File: config.mk
export PLATFORM = sky130hd
export DESIGN_NAME = sdram_pro_read
export DESIGN_NICKNAME = d
export VERILOG_FILES = /design/src/rtl/sdram_pro_read_pkg.sv /design/src/rtl/sdram_pro_read.sv
export SDC_FILE = /design/constraint.sdc
export NUM_CORES = 1
export LEC_CHECK = 0
export CORE_ASPECT_RATIO = 1.75
export CORE_MARGIN = 2
export CORE_UTILIZATION = 44
export CTS_CLUSTER_DIAMETER = 40
export CTS_CLUSTER_SIZE = 14
export DETAILED_ROUTE_END_ITERATION = 12
export PLACE_DENSITY = 0.7
export REMOVE_ABC_BUFFERS = 1
export SYNTH_ARGS = -nofsm -noshare
export SYNTH_HDL_FRONTEND = slang
export SYNTH_SLANG_ARGS = --single-unit
export TNS_END_PERCENT = 20
File: constraint.sdc
create_clock -name sys_clk -period 4.1 [get_ports sys_clk]
set_input_delay 0.82 -clock sys_clk [delete_from_list [all_inputs] [get_ports sys_clk]]
set_output_delay 0.82 -clock sys_clk [all_outputs]
set_load 0.01 [all_outputs]
File: src/rtl/sdram_pro_read_pkg.sv
// rtl/sdram_pro_read_pkg.sv - SDRAM read worker command and state encodings
package sdram_pro_read_pkg;

    // SDRAM command encodings as {cs_n, ras_n, cas_n, we_n}
    localparam logic [3:0] CMD_NOP        = 4'b0111;
    localparam logic [3:0] CMD_ACTIVE     = 4'b0011;
    localparam logic [3:0] CMD_READ       = 4'b0101;
    localparam logic [3:0] CMD_BURST_STOP = 4'b0110;
    localparam logic [3:0] CMD_PRECHARGE  = 4'b0010;

    // A10 high on PRECHARGE closes every bank
    localparam logic [12:0] ADDR_PRE_ALL  = 13'h0400;

    typedef enum logic [2:0] {
        ST_IDLE,
        ST_ACT,
        ST_TRCD,
        ST_RD,
        ST_DATA,
        ST_PRE,
        ST_TRP,
        ST_END
    } rd_state_e;

endpackage

File: src/rtl/sdram_pro_read.sv
// rtl/sdram_pro_read.sv - SDRAM read worker: ACTIVE/READ/BURST_STOP/PRECHARGE with data capture
module sdram_pro_read
    import sdram_pro_read_pkg::*;
#(
    parameter int TRCD_CLK = 2,
    parameter int CAS_LAT  = 3,
    parameter int TRP_CLK  = 2
) (
    input  logic        sys_clk,
    input  logic        sys_rst_n,
    input  logic        init_end,
    input  logic        rd_trig,
    input  logic [23:0] rd_start_addr,
    input  logic [9:0]  rd_burst_len,
    input  logic        rd_en,
    input  logic [15:0] rd_sdram_data,
    output logic        rd_req,
    output logic        rd_busy,
    output logic        rd_end,
    output logic [3:0]  rd_cmd,
    output logic [1:0]  rd_bank,
    output logic [12:0] rd_addr,
    output logic [15:0] rd_data_out,
    output logic        rd_data_valid
);

    localparam logic [2:0] TRCD_LAST = 3'(TRCD_CLK - 1);
    localparam logic [2:0] TRP_LAST  = 3'(TRP_CLK - 1);
    localparam logic [9:0] CAS_W     = 10'(CAS_LAT);

    rd_state_e   state_q, state_d;
    logic [2:0]  cnt_q, cnt_d;
    logic [9:0]  dcnt_q, dcnt_d;
    logic [23:0] saddr_q, saddr_d;
    logic [9:0]  len_q, len_d;
    logic        en_q;
    logic        req_q, req_d;
    logic        busy_q, busy_d;
    logic        end_q, end_d;
    logic [3:0]  cmd_q, cmd_d;
    logic [1:0]  bank_q, bank_d;
    logic [12:0] addr_q, addr_d;
    logic [15:0] data_q, data_d;
    logic        valid_q, valid_d;
    logic        en_rise;
    logic [9:0]  data_last;
    logic [9:0]  stop_at;

    // dcnt counts cycles since READ; the last sampled word sits at CAS_LAT+L-1
    assign en_rise   = rd_en && !en_q;
    assign data_last = CAS_W + len_q - 10'd1;
    assign stop_at   = len_q - 10'd1;

    // Next-state and registered-output computation; commands are chosen for the state being entered
    always_comb begin
        state_d = state_q;
        cnt_d   = cnt_q;
        dcnt_d  = dcnt_q;
        saddr_d = saddr_q;
        len_d   = len_q;
        req_d   = req_q;
        busy_d  = busy_q;
        end_d   = 1'b0;
        cmd_d   = CMD_NOP;
        bank_d  = bank_q;
        addr_d  = addr_q;
        data_d  = data_q;
        valid_d = 1'b0;
        case (state_q)
            ST_IDLE: begin
                if (en_rise) begin
                    state_d = ST_ACT;
                    cmd_d   = CMD_ACTIVE;
                    bank_d  = saddr_q[23:22];
                    addr_d  = saddr_q[21:9];
                    req_d   = 1'b0;
                    busy_d  = 1'b1;
                end else if (rd_trig && init_end && !busy_q) begin
                    saddr_d = rd_start_addr;
                    len_d   = (rd_burst_len == 10'd0) ? 10'd1 : rd_burst_len;
                    req_d   = 1'b1;
                    busy_d  = 1'b1;
                end
            end
            ST_ACT: begin
                state_d = ST_TRCD;
                cnt_d   = 3'd0;
            end
            ST_TRCD: begin
                if (cnt_q == TRCD_LAST) begin
                    state_d = ST_RD;
                    cmd_d   = CMD_READ;
                    addr_d  = {4'b0000, saddr_q[8:0]};
                end else begin
                    cnt_d = cnt_q + 3'd1;
                end
            end
            ST_RD: begin
                state_d = ST_DATA;
                dcnt_d  = 10'd1;
                // A single-word burst must be stopped on the very next cycle
                if (len_q == 10'd1) begin
                    cmd_d = CMD_BURST_STOP;
                end
            end
            ST_DATA: begin
                if (dcnt_q == stop_at) begin
                    cmd_d = CMD_BURST_STOP;
                end
                if (dcnt_q >= CAS_W && dcnt_q <= data_last) begin
                    data_d  = rd_sdram_data;
                    valid_d = 1'b1;
                end
                if (dcnt_q == data_last) begin
                    state_d = ST_PRE;
                    cmd_d   = CMD_PRECHARGE;
                    addr_d  = ADDR_PRE_ALL;
                end else begin
                    dcnt_d = dcnt_q + 10'd1;
                end
            end
            ST_PRE: begin
                state_d = ST_TRP;
                cnt_d   = 3'd0;
            end
            ST_TRP: begin
                if (cnt_q == TRP_LAST) begin
                    state_d = ST_END;
                    end_d   = 1'b1;
                end else begin
                    cnt_d = cnt_q + 3'd1;
                end
            end
            ST_END: begin
                state_d = ST_IDLE;
                busy_d  = 1'b0;
            end
            default: state_d = ST_IDLE;
        endcase
    end

    // State, counters and all outputs registered; reset abandons any sequence without PRECHARGE
    always_ff @(posedge sys_clk or negedge sys_rst_n) begin
        if (!sys_rst_n) begin
            state_q <= ST_IDLE;
            cnt_q   <= 3'd0;
            dcnt_q  <= 10'd0;
            saddr_q <= 24'd0;
            len_q   <= 10'd1;
            en_q    <= 1'b0;
            req_q   <= 1'b0;
            busy_q  <= 1'b0;
            end_q   <= 1'b0;
            cmd_q   <= CMD_NOP;
            bank_q  <= 2'd0;
            addr_q  <= 13'd0;
            data_q  <= 16'd0;
            valid_q <= 1'b0;
        end else begin
            state_q <= state_d;
            cnt_q   <= cnt_d;
            dcnt_q  <= dcnt_d;
            saddr_q <= saddr_d;
            len_q   <= len_d;
            en_q    <= rd_en;
            req_q   <= req_d;
            busy_q  <= busy_d;
            end_q   <= end_d;
            cmd_q   <= cmd_d;
            bank_q  <= bank_d;
            addr_q  <= addr_d;
            data_q  <= data_d;
            valid_q <= valid_d;
        end
    end

    assign rd_req        = req_q;
    assign rd_busy       = busy_q;
    assign rd_end        = end_q;
    assign rd_cmd        = cmd_q;
    assign rd_bank       = bank_q;
    assign rd_addr       = addr_q;
    assign rd_data_out   = data_q;
    assign rd_data_valid = valid_q;

endmodule

==> summary.log, run 1 <==
INFO  routing        drc=0
INFO  critical_path  cp_data_required_time=4.32ns
INFO  critical_path  start_kind=register
INFO  placed_design  io_buffers=92
INFO  timing         slew_headroom=27.3%
INFO  synthesis      ys_dominant_reg_cell=dfrtp_1
INFO  critical_path  end_kind=register
INFO  clock_network  cts_inserted_buffers=9
INFO  synthesis      synthesis.yosys.warnings=0
INFO  clock_network  max-clock-path-buffers=2
INFO  clock_network  post_cts.resized_instances=0
INFO  critical_path  r2r-start=len_q[3]
INFO  final_layout   fin_nets=568
INFO  timing         timing.fmax=298MHz
INFO  routing        drt_wl_total=10.5mm
INFO  critical_path  timing.reg2reg.worst_path_depth=8
INFO  floorplanning  die_h=139µm
INFO  power_and_ir_drop max-vdd-ir-drop=0.452mV
INFO  critical_path  setup.worst_path.class=register to register
INFO  clock_network  clockRootBuffer=clkbuf_16
INFO  routing        detail-route-antenna-nets=0
INFO  global_route   grt_pass1_vias=3610
INFO  global_route   gr-total-overflow=0
INFO  final_layout   mostFrequentLayoutCell=clkdlybuf4s50_1
INFO  placed_design  post-place-cells=607
INFO  timing         fin_skew=0.00644ns
INFO  synthesis      synth_seq_cells=89
INFO  global_route   pin_count_of_the_biggest_net_entering_global_routing=72
INFO  critical_path  crit_path_max_incr_delay=0.98ns
INFO  critical_path  ff2ff_setup_slack=0.75ns
INFO  final_layout   diodes=0
INFO  critical_path  cp_cell_sequence=and3_1 -> and2_1 -> nand4_1 -> xor2_1 -> ha_1 -> nand4_2 -> o311ai_4 -> mux2_2
INFO  synthesis      synthesized_netlist_cell_count=408
INFO  clock_network  cts_htree_levels=3
INFO  clock_network  clock_transition_at_path_regs=0.06ns
INFO  floorplanning  initial_core_util=44.9%
INFO  synthesis      synthesis.area=0.00457mm²
INFO  critical_path  timing.critical_path.buf_inv=0
INFO  floorplanning  core-area=0.0102mm²
INFO  critical_path  r2r_end=rd_data_out[2]
INFO  routing        vias=3386
INFO  placed_design  dp_hpwl=7.80mm
INFO  floorplanning  ioPinCount=94
INFO  timing         timing.final.hold_violations=0
INFO  min_path       worst_hold_path_type=register to register
INFO  power_and_ir_drop power.density_cell_area=743mW/mm²
INFO  floorplanning  fp.dieArea=0.0113mm²
INFO  clock_network  post_cts_hold_buffer_count=0
INFO  final_layout   leading_cell_types_in_the_layout_fill_and_taps_excluded=91 x clkdlybuf4s50_1, 85 x dfrtp_1, 40 x mux2_2
INFO  global_route   grt_util_all_layers=20.5%
INFO  critical_path  crit_arrival=3.58ns
INFO  power_and_ir_drop total_leakage_power=0.00249µW
INFO  synthesis      synth-async-reset-ratio=100%
INFO  final_layout   areaGrowthSynthToFinish=27.3%
INFO  clock_network  cts_tree=built
INFO  final_layout   register_area=0.00223mm²
INFO  clock_network  clock-sinks=89
INFO  routing        first_pass_iteration_count_of_the_detailed_router=4
INFO  final_layout   layoutNonFillerInstCount=623
INFO  clock_network  post-cts-setup-buffer-count=0
INFO  final_layout   multi_input_comb_area=0.00216mm²
INFO  timing         worst_pin_slew=1.09ns
INFO  timing         slew_viol_final=0
INFO  final_layout   drive_gt1_share=16.7%
INFO  critical_path  critical_path.slowest_cell=o311ai_4
INFO  placed_design  gp_congestion=0.895
INFO  synthesis      synth_cell_types=58
INFO  synthesis      syn_area_per_cell=11.2µm²
INFO  power_and_ir_drop post-layout-total-power=4320µW
INFO  critical_path  timing.critical_path.fanout_max=17
INFO  synthesis      seq_area_frac_synth=48.8%
INFO  final_layout   layout.filler_cells=929
INFO  floorplanning  row_count=49
INFO  synthesis      number_of_synthesized_flops_with_an_enable_pin=0
INFO  routing        avgViaCountPerCell=5.43
INFO  min_path       min_to=rd_end
INFO  job            cap_viol_max_count=0
INFO  min_path       hp-start=cnt_q[2]
INFO  routing        detail_route.wl_per_cell=16.9µm
INFO  timing         timing.final.setup_violations=0
INFO  timing         post-route-worst-setup-slack=0.747ns
INFO  clock_network  clock_latency_late_sink=0.34ns
INFO  timing         setup_repair_after_global_routing_missed_its_margin=no
INFO  routing        drt_first_iter_violations=164
INFO  status         outcome=completed
INFO  critical_path  worst_path_dominant_cell_family=compound AO/OA/AOI/OAI gates
INFO  timing         setup_tns=0ns
INFO  min_path       number_of_cells_on_the_worst_hold_path=1
INFO  timing         timing.final.crit_period=3.35ns
INFO  global_route   antenna_found_initial=0
INFO  placed_design  dp_worst_setup_slack=0.800ns
INFO  global_route   grt_pass1_wl=17.6mm
INFO  timing         finalCritPeriodShare=81.8%
INFO  final_layout   core_utilization_of_the_finished_layout=57.2%
INFO  floorplanning  die_span_in_x=81.1µm
sequential cells by signal, indices dropped and copies added, names as in the netlist, 2 cells and up:
name	cells
state_q	3
saddr_q	24
dcnt_q	10
rd_bank	2
rd_addr	13
rd_data_out	16
len_q	10
rd_cmd	3
cnt_q	3
Yosys cell counts, types with 2 or more instances:
cell | n | area [µm²]
a211oi_1 | 2 | 15.0
a21oi_1 | 22 | 110
a221oi_1 | 2 | 17.5
a22oi_1 | 9 | 67.6
a31oi_1 | 5 | 31.3
buf_2 | 11 | 55.1
buf_4 | 3 | 22.5
clkbuf_1 | 7 | 26.3
dfrtp_1 | 85 | 2130
dfstp_2 | 4 | 105
ha_1 | 22 | 275
inv_1 | 18 | 67.6
mux2_2 | 40 | 450
mux2_4 | 9 | 135
nand2_1 | 21 | 78.8
nand2b_1 | 3 | 18.8
nand3_1 | 14 | 70.1
nand4_1 | 3 | 18.8
nand4_2 | 2 | 25.0
nor2_1 | 34 | 128
nor2b_1 | 2 | 12.5
nor3_1 | 8 | 40.0
nor4_1 | 6 | 37.5
nor4b_2 | 2 | 30.0
o2111ai_1 | 2 | 17.5
o21ai_0 | 13 | 65.1
o31ai_1 | 2 | 15.0
xnor2_1 | 12 | 105
xor2_1 | 16 | 140
power by group:
group / internal, µW / total (µW) / switching [µW]
Sequential: 1280 / 1650 / 363
Combinational: 1000 / 1920 / 919
Clock: 413 / 759 / 346
Total: 2700 / 4320 / 1630
per-layer routing:
layer | wire length [µm] | part of all wire (%) | GRT usage [%]
met2 | 5710 | 54 | 34.7
met3 | 351 | 3.3 | 4.43
met4 | 501 | 4.8 | 12.3
met1 | 3960 | 38 | 22.9
met5 | 0 | 0 | 0
metrics by stage:
| step | hold slack [ns] | area, µm² |
|---|---|---|
| after CTS | 0.497 | 5820 |
| final | 0.496 | 5820 |
| after floorplan | 0.452 | 4460 |
| after global placement | 0.471 | 5550 |
| after global routing | 0.511 | 5820 |
| after detailed placement | 0.483 | 5550 |
final cells by class:
class	instances	share of cell area, %
Clock inverter	6	0.752
Tap cell	127	2.73
Sequential cell	89	38.3
Timing Repair Buffer	94	16.0
Inverter	19	1.22
Clock buffer	10	3.93
Multi-Input combinational cell	278	37.0
cell families (layout without fill, tap and decap cells):
| logic type | after synthesis | count (layout) | share of synthesized area [%] |
|---|---|---|---|
| AOI/OAI and AO/OA | 68 | 68 | 10.1 |
| xor gates and xnor gates | 28 | 28 | 5.36 |
| adders and majority gates | 22 | 22 | 6.02 |
| buffers and inverters | 41 | 129 | 4.08 |
| DFF | 89 | 89 | 48.8 |
| muxes | 51 | 51 | 13.3 |
| other | 1 | 1 | 0.0820 |
| and+or+nand+nor | 108 | 108 | 12.3 |
worst max path at each step:
stage                  start             end  slack (ns)  cells after the start
finish              len_q[3]  rd_data_out[2]        0.75                      8
global route        len_q[3]     rd_addr[11]        0.50                      9
CTS                 len_q[3]  rd_data_out[2]        0.76                      8
detailed placement  len_q[3]  rd_data_out[5]        0.80                      8
global placement    len_q[3]  rd_data_out[4]        0.85                      8
floorplan           len_q[3]  rd_data_out[0]        1.18                      8
Power figures use the tool's default switching activity.
==> run 2, diff against run 1 <==
- PLACE_DENSITY: 0.7 -> 0.73
- clock period: 4.1 -> 2.97 ns (I/O delays scaled with it)
==> summary.log, run 2 (same netlist as run 1, synthesis figures left out) <==
INFO  critical_path  start_kind=register
INFO  final_layout   mostFrequentLayoutCell=clkdlybuf4s50_1
INFO  global_route   antenna_found_initial=0 [unchanged]
INFO  timing         timing.final.hold_violations=0 [unchanged]
INFO  critical_path  timing.reg2reg.worst_path_depth=10 [+2]
INFO  timing         timing.fmax=358MHz [+20%]
INFO  timing         post-route-worst-setup-slack=0.174ns [-0.572 ns]
INFO  final_layout   leading_cell_types_in_the_layout_fill_and_taps_excluded=91 x clkdlybuf4s50_1, 85 x dfrtp_1, 40 x mux2_2
INFO  timing         timing.hold.ws=0.298ns [-0.199 ns]
INFO  routing        detail-route-antenna-nets=0 [unchanged]
INFO  timing         setup_tns=0ns [unchanged]
INFO  critical_path  critical_path.slowest_cell=dfrtp_1
INFO  critical_path  worst_path_dominant_cell_family=simple AND/OR/NAND/NOR gates
INFO  critical_path  crit_path_start=len_q[1]
INFO  power_and_ir_drop max-vdd-ir-drop=0.536mV [+19%]
INFO  clock_network  clockRootBuffer=clkbuf_16
INFO  final_layout   fin_nets=580 [+2.1%]
INFO  final_layout   diodes=0 [unchanged]
INFO  critical_path  timing.critical_path.fanout_max=17 [unchanged]
INFO  final_layout   register_area=0.00223mm² [unchanged]
INFO  critical_path  path_depth=10 [+2]
INFO  critical_path  crit_path_max_incr_delay=0.43ns [-0.55 ns]
INFO  timing         setup_repair_after_global_routing_missed_its_margin=no
INFO  critical_path  r2r-start=len_q[1]
INFO  final_layout   areaGrowthSynthToFinish=31.7%
INFO  routing        vias=3459 [+2.2%]
INFO  critical_path  crit_arrival=3.01ns [-0.57 ns]
INFO  routing        first_pass_iteration_count_of_the_detailed_router=4 [unchanged]
INFO  routing        drt_wl_total=10.8mm [+2.9%]
INFO  job            cap_viol_max_count=0 [unchanged]
INFO  routing        avgViaCountPerCell=5.45 [+0.23%]
INFO  placed_design  gp_congestion=0.866 [-3.3%]
INFO  timing         timing.final.setup_violations=0 [unchanged]
INFO  timing         finalCritPeriodShare=94.1% [+12 points]
INFO  floorplanning  row_count=49 [unchanged]
INFO  timing         timing.final.crit_period=2.80ns [-0.558 ns]
INFO  global_route   grt_pass1_wl=17.5mm [-0.82%]
INFO  global_route   grt_pass1_vias=3577 [-0.91%]
INFO  final_layout   top_reg_by_flops=saddr_q
INFO  clock_network  max-clock-path-buffers=2 [unchanged]
INFO  power_and_ir_drop total_leakage_power=0.00260µW [+4.5%]
INFO  final_layout   multi_input_comb_area=0.00217mm² [+0.46%]
INFO  floorplanning  initial_core_util=44.9% [unchanged]
INFO  critical_path  ff2ff_setup_slack=0.17ns [-0.57 ns]
INFO  timing         slew_viol_final=0 [unchanged]
INFO  critical_path  worst_path_most_repeated_cell=ha_1
INFO  clock_network  clock_transition_at_path_regs=0.07ns [about the same]
INFO  min_path       worst_hold_path_type=input port to asynchronous set/reset pin
INFO  routing        drc=0 [unchanged]
INFO  status         outcome=completed
INFO  floorplanning  die_span_in_x=81.1µm [unchanged]
INFO  placed_design  io_buffers=92 [unchanged]
INFO  final_layout   layoutNonFillerInstCount=635 [+1.9%]
INFO  critical_path  r2r_end=rd_data_out[13]
INFO  global_route   grt_util_all_layers=20.0% [-0.53 points]
INFO  final_layout   largest_register_ffs=24 [unchanged]
INFO  clock_network  clock_latency_late_sink=0.34ns [about the same]
INFO  critical_path  setup.worst_path.class=register to register
INFO  global_route   gr-total-overflow=0 [unchanged]
INFO  critical_path  crit_end=rd_data_out[13]
INFO  power_and_ir_drop power.density_cell_area=1060mW/mm² [+43%]
INFO  floorplanning  fp.dieArea=0.0113mm² [unchanged]
INFO  critical_path  timing.critical_path.buf_inv=1 [+1]
INFO  floorplanning  ioPinCount=94 [unchanged]
INFO  global_route   pin_count_of_the_biggest_net_entering_global_routing=54 [-25%]
INFO  floorplanning  die_h=139µm [unchanged]
INFO  placed_design  post-place-cells=619 [+2.0%]
INFO  clock_network  cts_tree=built
INFO  placed_design  dp_worst_setup_slack=0.233ns [-0.567 ns]
INFO  placed_design  dp_hpwl=7.96mm [+2.1%]
INFO  final_layout   drive_gt1_share=19.1% [+2.4 points]
INFO  timing         worst_pin_slew=0.928ns [-0.159 ns]
INFO  routing        detail_route.wl_per_cell=17.0µm [+0.91%]
INFO  floorplanning  core-area=0.0102mm² [unchanged]
INFO  clock_network  cts_htree_levels=3 [unchanged]
INFO  timing         fin_skew=0.00817ns [+0.00173 ns]
INFO  clock_network  cts_inserted_buffers=9 [unchanged]
INFO  critical_path  cp_cell_sequence=ha_1 -> nand4_1 -> xor2_1 -> ha_1 -> nand4_2 -> nor3_2 -> nand2b_1 -> o311ai_4 -> buf_12 -> mux2_4
INFO  final_layout   layout.filler_cells=888 [-4.4%]
INFO  routing        drt_first_iter_violations=191 [+16%]
INFO  clock_network  clock-sinks=89 [unchanged]
INFO  critical_path  cp_data_required_time=3.19ns [-1.13 ns]
INFO  critical_path  end_kind=register
INFO  timing         slew_headroom=37.9% [+11 points]
[run 2: cell types whose count changed in the layout (fill, tap and decap cells not counted), sizes merged]
| cell | before | now |
|---|---|---|
| buf | 3 | 15 |
| bufinv | 0 | 3 |
| clkbuf | 10 | 9 |
| clkinv | 4 | 1 |
| clkinvlp | 1 | 0 |
| inv | 20 | 22 |
[run 2: timing repair]
item	4_1_cts	5_1_grt
gates resized for setup	0	1
hold buffers	0	0
setup buffers	0	0
endpoints found under the setup margin	0	10
[run 2: routing by layer]
metal	wire length, µm	global-route usage, %	part of all wire, %	vias up
li1	-	-	-	1626
met1	4240	23.7	39	1734
met2	5960	35.2	55	78
met3	308	2.67	2.8	21
met4	314	8.39	2.9	0
met5	0	0	0	-
[run 2: worst reg2reg max path: stages (launching register included)]
cell and delay [ns]:
dfrtp_1 0.43, ha_1 0.28, nand4_1 0.15, xor2_1 0.18
ha_1 0.34, nand4_2 0.23, nor3_2 0.28, nand2b_1 0.17
o311ai_4 0.11, buf_12 0.19, mux2_4 0.31
[run 2: power by group]
group	internal [µW]	switching (µW)
Sequential	1770	404
Clock	833	487
Combinational	1470	1430
Total	4070	2320
[run 2: cell type report]
class | instances | share of cell area, %
Clock buffer | 9 | 3.74
Clock inverter | 7 | 2.06
Inverter | 19 | 1.18
Multi-Input combinational cell | 278 | 35.9
Sequential cell | 89 | 37.0
Tap cell | 127 | 2.64
Timing Repair Buffer | 106 | 17.4
[run 2: worst min path at each step]
stage,depth (start not counted),slack [ns],start,end
after detailed placement,1,0.47,saddr_q[23],saddr_q[23]
after global routing,1,0.36,sys_rst_n,rd_addr[12]
final,1,0.30,sys_rst_n,len_q[3]
after CTS,1,0.33,sys_rst_n,len_q[4]
after global placement,1,0.47,saddr_q[23],saddr_q[23]
after floorplan,0,0.30,sys_rst_n,cnt_q[0]
[run 2: through the flow]
stage	utilization [%]	total power, µW	instance area [µm²]
CTS	59.2	6420	6020
finish	59.2	6390	6030
global placement	55.7	4940	5670
floorplan	-	3840	4460
global route	59.2	6820	6030
detailed placement	55.7	5070	5670
==> run 3, diff against run 2 <==
- SKIP_LAST_GASP: unset -> 1
==> results of run 3 <==
No change in the layout: final DEF, timing and power equal those of run 2.
